--- src/rtl/spi_mem_pkg.sv ---
// Shared definitions for the SPI-slave-to-memory bridge.
// Holds the 2-bit command encodings sent at the start of every frame
// and the frame FSM state type.
package spi_mem_pkg;

  localparam int unsigned CMD_WIDTH = 2;

  typedef enum logic [CMD_WIDTH-1:0] {
    CMD_WR_ADDR = 2'b00,
    CMD_WR_DATA = 2'b01,
    CMD_RD_ADDR = 2'b10,
    CMD_RD_DATA = 2'b11
  } cmd_e;

  typedef enum logic [2:0] {
    IDLE,
    CMD,
    ADDR,
    WDATA,
    RDUMMY,
    RDATA,
    DRAIN
  } state_e;

endpackage

--- src/rtl/spi_mem_if.sv ---
// SPI pin bundle between the pad ring (master side) and the bridge (slave).
//   ss_n      : slave select, active low, frames a transaction
//   MOSI      : serial data into the bridge
//   MISO      : serial data out of the bridge, registered
//   frame_err : one-cycle pulse, frame aborted mid-field
//   addr_err  : one-cycle pulse, received address out of range
interface spi_mem_if;
  logic ss_n;
  logic MOSI;
  logic MISO;
  logic frame_err;
  logic addr_err;

  modport slave  (input ss_n, MOSI, output MISO, frame_err, addr_err);
  modport master (output ss_n, MOSI, input MISO, frame_err, addr_err);
endinterface

--- src/rtl/spi_mem_array.sv ---
// DATA_WIDTH x MEM_DEPTH word store: synchronous write, asynchronous read.
// Contents are not reset.
//   clk   : write clock
//   we    : write enable
//   waddr : write address
//   wdata : write data
//   raddr : read address
//   rdata : read data (combinational)
module spi_mem_array #(
  parameter int unsigned DATA_WIDTH = 8,
  parameter int unsigned ADDR_WIDTH = 8,
  parameter int unsigned MEM_DEPTH  = 256
) (
  input  logic                  clk,
  input  logic                  we,
  input  logic [ADDR_WIDTH-1:0] waddr,
  input  logic [DATA_WIDTH-1:0] wdata,
  input  logic [ADDR_WIDTH-1:0] raddr,
  output logic [DATA_WIDTH-1:0] rdata
);

  logic [DATA_WIDTH-1:0] mem [MEM_DEPTH];

  always_ff @(posedge clk) begin
    if (we) begin
      mem[waddr] <= wdata;
    end
  end

  assign rdata = mem[raddr];

endmodule

--- src/rtl/spi_mem_bridge.sv ---
// SPI slave bridge onto a word-addressed RAM. clk is the SCK domain: MOSI is
// sampled and MISO updated on the rising edge, MSB first. Each frame starts
// with a 2-bit command (write/read address, write/read data); with BURST_EN
// data frames stream consecutive words with pointer auto-increment.
//   clk   : system / SPI clock
//   rst_n : asynchronous active-low reset
//   spi   : SPI pins (ss_n, MOSI in; MISO, frame_err, addr_err out)
module spi_mem_bridge
  import spi_mem_pkg::*;
#(
  parameter int unsigned DATA_WIDTH = 8,
  parameter int unsigned ADDR_WIDTH = 8,
  parameter int unsigned MEM_DEPTH  = 256,
  parameter bit          BURST_EN   = 1'b1
) (
  input  logic     clk,
  input  logic     rst_n,
  spi_mem_if.slave spi
);

  localparam int unsigned MAX_W = (ADDR_WIDTH > DATA_WIDTH) ? ADDR_WIDTH : DATA_WIDTH;
  // The last bit of a field is taken straight from MOSI, so only W-1 bits are stored.
  localparam int unsigned SH_W  = MAX_W - 1;
  localparam int unsigned CNT_W = $clog2(MAX_W) + 1;

  localparam logic [ADDR_WIDTH-1:0] LAST_ADDR     = ADDR_WIDTH'(MEM_DEPTH - 1);
  localparam logic [ADDR_WIDTH:0]   DEPTH_EXT     = (ADDR_WIDTH + 1)'(MEM_DEPTH);
  localparam logic [CNT_W-1:0]      ADDR_LAST_BIT = CNT_W'(ADDR_WIDTH - 1);
  localparam logic [CNT_W-1:0]      DATA_LAST_BIT = CNT_W'(DATA_WIDTH - 1);

  state_e                state;
  cmd_e                  cmd;
  logic [CNT_W-1:0]      bit_cnt;
  logic [SH_W-1:0]       rx_shift;
  logic [DATA_WIDTH-1:0] tx_shift;
  logic [ADDR_WIDTH-1:0] wr_ptr;
  logic [ADDR_WIDTH-1:0] rd_ptr;

  cmd_e                  cmd_now;
  logic [ADDR_WIDTH-1:0] rx_addr;
  logic [DATA_WIDTH-1:0] rx_word;
  logic                  addr_ok;
  logic [ADDR_WIDTH-1:0] wr_ptr_inc;
  logic [ADDR_WIDTH-1:0] rd_ptr_inc;
  logic [ADDR_WIDTH-1:0] rd_addr;
  logic [DATA_WIDTH-1:0] rd_word;
  logic                  we;

  always_comb begin
    cmd_now    = cmd_e'({rx_shift[0], spi.MOSI});
    rx_addr    = {rx_shift[ADDR_WIDTH-2:0], spi.MOSI};
    rx_word    = {rx_shift[DATA_WIDTH-2:0], spi.MOSI};
    addr_ok    = {1'b0, rx_addr} < DEPTH_EXT;
    wr_ptr_inc = (wr_ptr == LAST_ADDR) ? '0 : wr_ptr + 1'b1;
    rd_ptr_inc = (rd_ptr == LAST_ADDR) ? '0 : rd_ptr + 1'b1;
    // In RDATA the only array read that matters is the next burst word,
    // fetched on the same edge the pointer advances.
    rd_addr    = (state == RDATA) ? rd_ptr_inc : rd_ptr;
    we         = !spi.ss_n && (state == WDATA) && (bit_cnt == DATA_LAST_BIT);
  end

  spi_mem_array #(
    .DATA_WIDTH(DATA_WIDTH),
    .ADDR_WIDTH(ADDR_WIDTH),
    .MEM_DEPTH (MEM_DEPTH)
  ) u_mem (
    .clk  (clk),
    .we   (we),
    .waddr(wr_ptr),
    .wdata(rx_word),
    .raddr(rd_addr),
    .rdata(rd_word)
  );

  always_ff @(posedge clk or negedge rst_n) begin
    if (!rst_n) begin
      state         <= IDLE;
      cmd           <= CMD_WR_ADDR;
      bit_cnt       <= '0;
      rx_shift      <= '0;
      tx_shift      <= '0;
      wr_ptr        <= '0;
      rd_ptr        <= '0;
      spi.MISO      <= 1'b0;
      spi.frame_err <= 1'b0;
      spi.addr_err  <= 1'b0;
    end else begin
      spi.frame_err <= 1'b0;
      spi.addr_err  <= 1'b0;
      spi.MISO      <= 1'b0;
      if (spi.ss_n) begin
        // bit_cnt is zero exactly on field/word boundaries.
        if ((bit_cnt != '0) || (state == RDUMMY)) begin
          spi.frame_err <= 1'b1;
        end
        state   <= IDLE;
        bit_cnt <= '0;
      end else begin
        case (state)
          IDLE: begin
            rx_shift <= SH_W'(spi.MOSI);
            bit_cnt  <= CNT_W'(1);
            state    <= CMD;
          end
          CMD: begin
            cmd      <= cmd_now;
            bit_cnt  <= '0;
            rx_shift <= '0;
            case (cmd_now)
              CMD_WR_ADDR, CMD_RD_ADDR: state <= ADDR;
              CMD_WR_DATA:              state <= WDATA;
              default:                  state <= RDUMMY;
            endcase
          end
          ADDR: begin
            if (bit_cnt == ADDR_LAST_BIT) begin
              bit_cnt <= '0;
              state   <= DRAIN;
              if (addr_ok) begin
                if (cmd == CMD_RD_ADDR) rd_ptr <= rx_addr;
                else                    wr_ptr <= rx_addr;
              end else begin
                spi.addr_err <= 1'b1;
              end
            end else begin
              rx_shift <= (rx_shift << 1) | SH_W'(spi.MOSI);
              bit_cnt  <= bit_cnt + 1'b1;
            end
          end
          WDATA: begin
            if (bit_cnt == DATA_LAST_BIT) begin
              bit_cnt <= '0;
              if (BURST_EN) wr_ptr <= wr_ptr_inc;
              else          state  <= DRAIN;
            end else begin
              rx_shift <= (rx_shift << 1) | SH_W'(spi.MOSI);
              bit_cnt  <= bit_cnt + 1'b1;
            end
          end
          RDUMMY: begin
            spi.MISO <= rd_word[DATA_WIDTH-1];
            tx_shift <= rd_word << 1;
            bit_cnt  <= CNT_W'(1);
            state    <= RDATA;
          end
          RDATA: begin
            // bit_cnt counts bits already presented, modulo DATA_WIDTH;
            // zero means the previous word's LSB has just been shown.
            if (bit_cnt == '0) begin
              if (BURST_EN) begin
                rd_ptr   <= rd_ptr_inc;
                spi.MISO <= rd_word[DATA_WIDTH-1];
                tx_shift <= rd_word << 1;
                bit_cnt  <= CNT_W'(1);
              end else begin
                state <= DRAIN;
              end
            end else begin
              spi.MISO <= tx_shift[DATA_WIDTH-1];
              tx_shift <= tx_shift << 1;
              bit_cnt  <= (bit_cnt == DATA_LAST_BIT) ? '0 : bit_cnt + 1'b1;
            end
          end
          default: begin
            state <= DRAIN;
          end
        endcase
      end
    end
  end

endmodule

--- src/flat_wrapper.sv ---
// flat-port wrapper written by rule: the top's interface ports become plain ports
module spi_mem_bridge_flat import spi_mem_pkg::*;
#(
  parameter int unsigned DATA_WIDTH = 8,
  parameter int unsigned ADDR_WIDTH = 8,
  parameter int unsigned MEM_DEPTH  = 256,
  parameter bit          BURST_EN   = 1'b1
)
  (clk, rst_n, spi_ss_n, spi_MOSI, spi_MISO, spi_frame_err, spi_addr_err);
  spi_mem_if spi_i ();
  input  logic clk;
  input  logic rst_n;
  input wire logic [$bits(spi_i.ss_n)-1:0] spi_ss_n;
  input wire logic [$bits(spi_i.MOSI)-1:0] spi_MOSI;
  output wire logic [$bits(spi_i.MISO)-1:0] spi_MISO;
  output wire logic [$bits(spi_i.frame_err)-1:0] spi_frame_err;
  output wire logic [$bits(spi_i.addr_err)-1:0] spi_addr_err;
  assign spi_i.ss_n = spi_ss_n;
  assign spi_i.MOSI = spi_MOSI;
  assign spi_MISO = spi_i.MISO;
  assign spi_frame_err = spi_i.frame_err;
  assign spi_addr_err = spi_i.addr_err;
  spi_mem_bridge #(.DATA_WIDTH(DATA_WIDTH), .ADDR_WIDTH(ADDR_WIDTH), .MEM_DEPTH(MEM_DEPTH), .BURST_EN(BURST_EN)) u_core (.clk(clk), .rst_n(rst_n), .spi(spi_i));
endmodule
--- config.mk ---
export PLATFORM = sky130hd
export DESIGN_NAME = spi_mem_bridge_flat
export DESIGN_NICKNAME = d
export VERILOG_FILES = /design/src/rtl/spi_mem_pkg.sv /design/src/rtl/spi_mem_if.sv /design/src/rtl/spi_mem_array.sv /design/src/rtl/spi_mem_bridge.sv /design/src/flat_wrapper.sv
export SDC_FILE = /design/constraint.sdc
export NUM_CORES = 2
export LEC_CHECK = 0
export ABC_CLOCK_PERIOD_IN_PS = 6150
export CELL_PAD_IN_SITES_DETAIL_PLACEMENT = 0
export CELL_PAD_IN_SITES_GLOBAL_PLACEMENT = 1
export CORE_MARGIN = 8
export CORE_UTILIZATION = 63
export CTS_BUF_LIST = sky130_fd_sc_hd__clkbuf_2
export DETAILED_ROUTE_END_ITERATION = 10
export DONT_BUFFER_PORTS = 1
export PLACE_DENSITY_LB_ADDON = 0.1
export SYNTH_ARGS = -nofsm -noshare
export SYNTH_HDL_FRONTEND = slang
export SYNTH_HIERARCHICAL = 1
export SYNTH_SLANG_ARGS = --single-unit
export TNS_END_PERCENT = 5
--- constraint.sdc ---
create_clock -name clk -period 6.15 [get_ports clk]
set_input_delay 1.23 -clock clk [delete_from_list [all_inputs] [get_ports clk]]
set_output_delay 1.23 -clock clk [all_outputs]
set_load 0.005 [all_outputs]
==> impl_metrics.csv <==
group,metric,value,unit
sta,timing.clock.skew,0.119,ns
yosys,ys.warnings.count,6,
detailed_routing,met3RoutedLength,19.7,mm
die,rows,132,
critical_path,crit_required,7.63,ns
hold_path,timing.hold.worst_endpoint,"u_core/u_mem/mem[88][0]$_DFFE_PP_",
critical_path,class_of_the_most_critical_setup_path,"reg2reg",
power,powerDensity,352,nW/um^2
yosys,synth.largest_area_cell,"sky130_fd_sc_hd__edfxtp_1",
critical_path,reg2reg_slack,0.36,ns
yosys,ys_seq_area_frac,0.764,
detailed_routing,met2_length,99.7,mm
sta,final_hold_viol_count,0,
yosys,post_synthesis_instance_total,4001,
detailed_routing,drt_first_iter_violations,5082,
yosys,ys_ff_latch,2089,
die,core_box_area,129000,um^2
power,seq_power_share,0.508,
critical_path,critical_path_arrival,7.27,ns
sta,fmax,173,MHz
critical_path,worstPathCellList,"and3b_1 -> o21ai_0 -> o21ai_4 -> buf_12 -> mux4_2 -> a22o_1 -> a221oi_1 -> o32ai_1 -> nor3_1 -> nor4_1 -> mux2i_1 -> a21oi_1",
clock_tree,clock_tree_buffer_depth,4,
critical_path,critPathMaxFanout,58,
yosys,synth_most_common_cell,"sky130_fd_sc_hd__edfxtp_1",
finish,final_core_util,0.682,
sta,timing.final.crit_share,0.941,
power,worst_ir_drop_vdd,0.000301,V
clock_tree,cts.root.buffer_cell,"sky130_fd_sc_hd__clkbuf_2",
critical_path,worst_setup_path_end_kind,"register",
status,status,"finished, violations left",
status,violations,"max-capacitance violations",
detailed_routing,highest-signal-layer,"met5",
clock_tree,clock_insertion_delay_worst_skew,1.67,ns
critical_path,critical_path.startpoint_type,"register",
global_route,gr_overflow_total,0,
sta,max_slew_headroom,0.0188,
critical_path,worst_r2r_endpoint,"u_core/tx_shift[6]$_DFFE_PN0P_",
global_route,grt_first_pass_wirelength,293,mm
die,die_w,376,um
critical_path,cp_slowest_stage_delay,0.72,ns
yosys,most_numerous_cell_types_in_the_synthesized_netlist,"sky130_fd_sc_hd__edfxtp_1 (2048), sky130_fd_sc_hd__mux4_2 (454), sky130_fd_sc_hd__nor2_1 (304)",
detailed_routing,final_antenna_net_count,0,
finish,layout-drive-gt1-share,0.294,
placed_design,place.gp.congestion,0.870,
clock_tree,numCtsBuffers,534,
global_route,antenna_violations_before_repair,10,
die,dieHeight,376,um
sta,tightestPinTransition,1.46,ns
hold_path,timing.hold.worst.class,"in2reg",
global_route,grt_pass1_vias,44000,
critical_path,cp_num_buf_inv,1,
detailed_routing,wl_met1,74.8,mm
hold_path,hold-path-cell-count,1,
yosys,synth_top_area_frac,0.751,
yosys,syn_nets,4009,
clock_tree,cts.clk_slew.worst_paths,0.10,ns
clock_tree,ctsResizeCount,0,
placed_design,dp.cells,5568,
placed_design,dp_hpwl,118,mm
global_route,grt_max_degree,263,
hold_path,min-delay-start,"spi_MOSI",
clock_tree,cts_max_level,6,
clock_tree,tritoncts,"yes",
critical_path,crit_start,"u_core/state[2]$_DFFE_PN0P_",
critical_path,slowest_stage,"sky130_fd_sc_hd__a221oi_1",
die,design.die.area,142000,um^2
yosys,ys_async_sr_fraction,0.0196,
yosys,ys_types,78,
yosys,postSynth.topFlopCell,"sky130_fd_sc_hd__edfxtp_1",
power,cellInternalPower,21.9,mW
detailed_routing,num_vias,43000,
run,timing.max_cap.violations,1,
detailed_routing,wl_per_cell,31.3,um
sta,rsz0062_at_grt,"no",
critical_path,worst_path_dominant_cell_family,"compound AO/OA/AOI/OAI gates",
placed_design,port_buffers,0,
global_route,grt_util_all_layers,0.285,
clock_tree,cts_num_sinks,2089,
detailed_routing,postRouteWirelength,202,mm
detailed_routing,drtPass1Iterations,6,
power,power.static_leakage,28.6,nW
die,start_util,0.634,
critical_path,r2r.worst_path.cells,12,
detailed_routing,drc,0,
sta,final.min_clock_period,5.79,ns
die,floorplan.io_pins,7,
yosys,avgSynthCellArea,20.5,um^2
sta,setup_viol_count_final,0,
finish,flow.area_growth_from_synthesis,7.60,%
finish,nets,4377,
power,switching_share,0.292,
yosys,synth_enable_flop_cells,2048,
sta,drv_slew,0,
yosys,post_synth_instance_area,81800,um^2
yosys,synth_area_leaders,"sky130_fd_sc_hd__edfxtp_1 (75%), sky130_fd_sc_hd__mux4_2 (12%), sky130_fd_sc_hd__mux2i_1 (1.7%)",
finish,finish.cell_count_without_fillers,6448,
sta,setup-tns-final,0,ns
power,power_frac_clock,0.284,
detailed_routing,post_drt_via_cell_ratio,6.66,
power,p_switching,9.04,mW
power,combPwrFrac,0.208,
critical_path,critical_path.reg2reg.startpoint,"u_core/state[2]$_DFFE_PN0P_",
[cell families (layout without fill, tap and decap cells)]
kind of cell | count (synthesis) | after routing | share of synthesized area
adders and majority gates | 4 | 4 | 0.000611
buffers and inverters | 259 | 957 | 0.0194
xor gates and xnor gates | 3 | 3 | 0.000321
other | 1 | 8 | 0.0000458
and+or+nand+nor | 573 | 573 | 0.0324
muxes | 601 | 601 | 0.143
AOI/OAI and AO/OA | 471 | 471 | 0.0400
DFF | 2089 | 2089 | 0.764
[cells in the final DEF (no fill, tap or decap), types with 30 or more instances in the layout]
master,Yosys,routed
sky130_fd_sc_hd__edfxtp_1,2048,2048
sky130_fd_sc_hd__nor2_1,304,301
sky130_fd_sc_hd__nand2_1,71,69
sky130_fd_sc_hd__buf_4,28,51
sky130_fd_sc_hd__o21ai_0,32,31
sky130_fd_sc_hd__o221ai_1,46,46
sky130_fd_sc_hd__clkinv_1,1,72
sky130_fd_sc_hd__a22oi_1,133,133
sky130_fd_sc_hd__mux2i_1,141,141
sky130_fd_sc_hd__o22ai_1,30,30
sky130_fd_sc_hd__nand3_1,43,37
sky130_fd_sc_hd__dfrtp_1,41,34
sky130_fd_sc_hd__clkbuf_2,0,763
sky130_fd_sc_hd__mux4_2,454,454
sky130_fd_sc_hd__a21oi_1,122,122
sky130_fd_sc_hd__nor2b_1,34,31
[per-stage QoR]
stage               setup slack, ns  power, mW  hold WS [ns]  instance area, um^2
CTS                           0.554       31.2        0.0304                88100
floorplan                      2.05       20.9         0.472                81800
detailed placement            0.562       22.5         0.501                83500
global placement              0.656       22.4         0.491                83500
finish                        0.362       31.0         0.121                88100
global route                  0.157       32.2        0.0157                88100
[how the worst max path moves through the flow]
stage / endpoint / depth (start not counted)
floorplan: u_core/u_mem/mem[0][1]$_DFFE_PP_ / 0
global placement: u_core/spi.MISO$_DFF_PN0_ / 14
detailed placement: u_core/tx_shift[6]$_DFFE_PN0P_ / 12
CTS: u_core/spi.MISO$_DFF_PN0_ / 14
global route: u_core/spi.MISO$_DFF_PN0_ / 14
finish: u_core/tx_shift[6]$_DFFE_PN0P_ / 12
[worst reg2reg max path, stage by stage, from the launching register on]
cell                       delay, ns
sky130_fd_sc_hd__dfrtp_1        0.69
sky130_fd_sc_hd__and3b_1        0.51
sky130_fd_sc_hd__o21ai_0        0.43
sky130_fd_sc_hd__o21ai_4        0.60
sky130_fd_sc_hd__buf_12         0.43
sky130_fd_sc_hd__mux4_2         0.71
sky130_fd_sc_hd__a22o_1         0.24
sky130_fd_sc_hd__a221oi_1       0.72
sky130_fd_sc_hd__o32ai_1        0.24
sky130_fd_sc_hd__nor3_1         0.68
sky130_fd_sc_hd__nor4_1         0.14
sky130_fd_sc_hd__mux2i_1        0.19
sky130_fd_sc_hd__a21oi_1        0.09
[sequential cells by signal (all words and copies together), names as in the netlist]
register	count
u_core/bit_cnt	4
u_core/cmd	2
u_core/rd_ptr	8
u_core/rx_shift	7
u_core/spi.MISO	1
u_core/spi.frame_err	1
u_core/state	3
u_core/tx_shift	7
u_core/u_mem/mem	2048
u_core/wr_ptr	8
[power groups by stage]
stage / Sequential (mW) / Clock (mW) / Combinational, mW
after floorplan: 16.1 / 0 / 4.83
after global placement: 16.0 / 0 / 6.36
final: 15.7 / 8.79 / 6.45
after detailed placement: 16.1 / 0 / 6.42
after global routing: 15.7 / 9.69 / 6.77
after CTS: 15.7 / 9.04 / 6.48
[metal layers]
layer | GRT usage | up-vias
li1 | - | 17700
met1 | 0.375 | 22300
met2 | 0.456 | 2477
met3 | 0.0772 | 420
met4 | 0.118 | 4
met5 | 0 | -
[layout make-up]
class | count | area (um^2)
Clock inverter | 103 | 612
Antenna cell | 7 | 17.5
Inverter | 9 | 33.8
Sequential cell | 2089 | 62600
Tap cell | 1742 | 2180
Fill cell | 8504 | 41100
Clock buffer | 763 | 3820
Multi-Input combinational cell | 1653 | 17900
Timing Repair Buffer | 82 | 986
[repair_timing]
action                     in CTS  in global routing
hold buffers                    7                  0
hold endpoints to repair      338                  0
setup endpoints to repair       0                  0
buffers inserted                0                  0
Power figures use the tool's default switching activity.
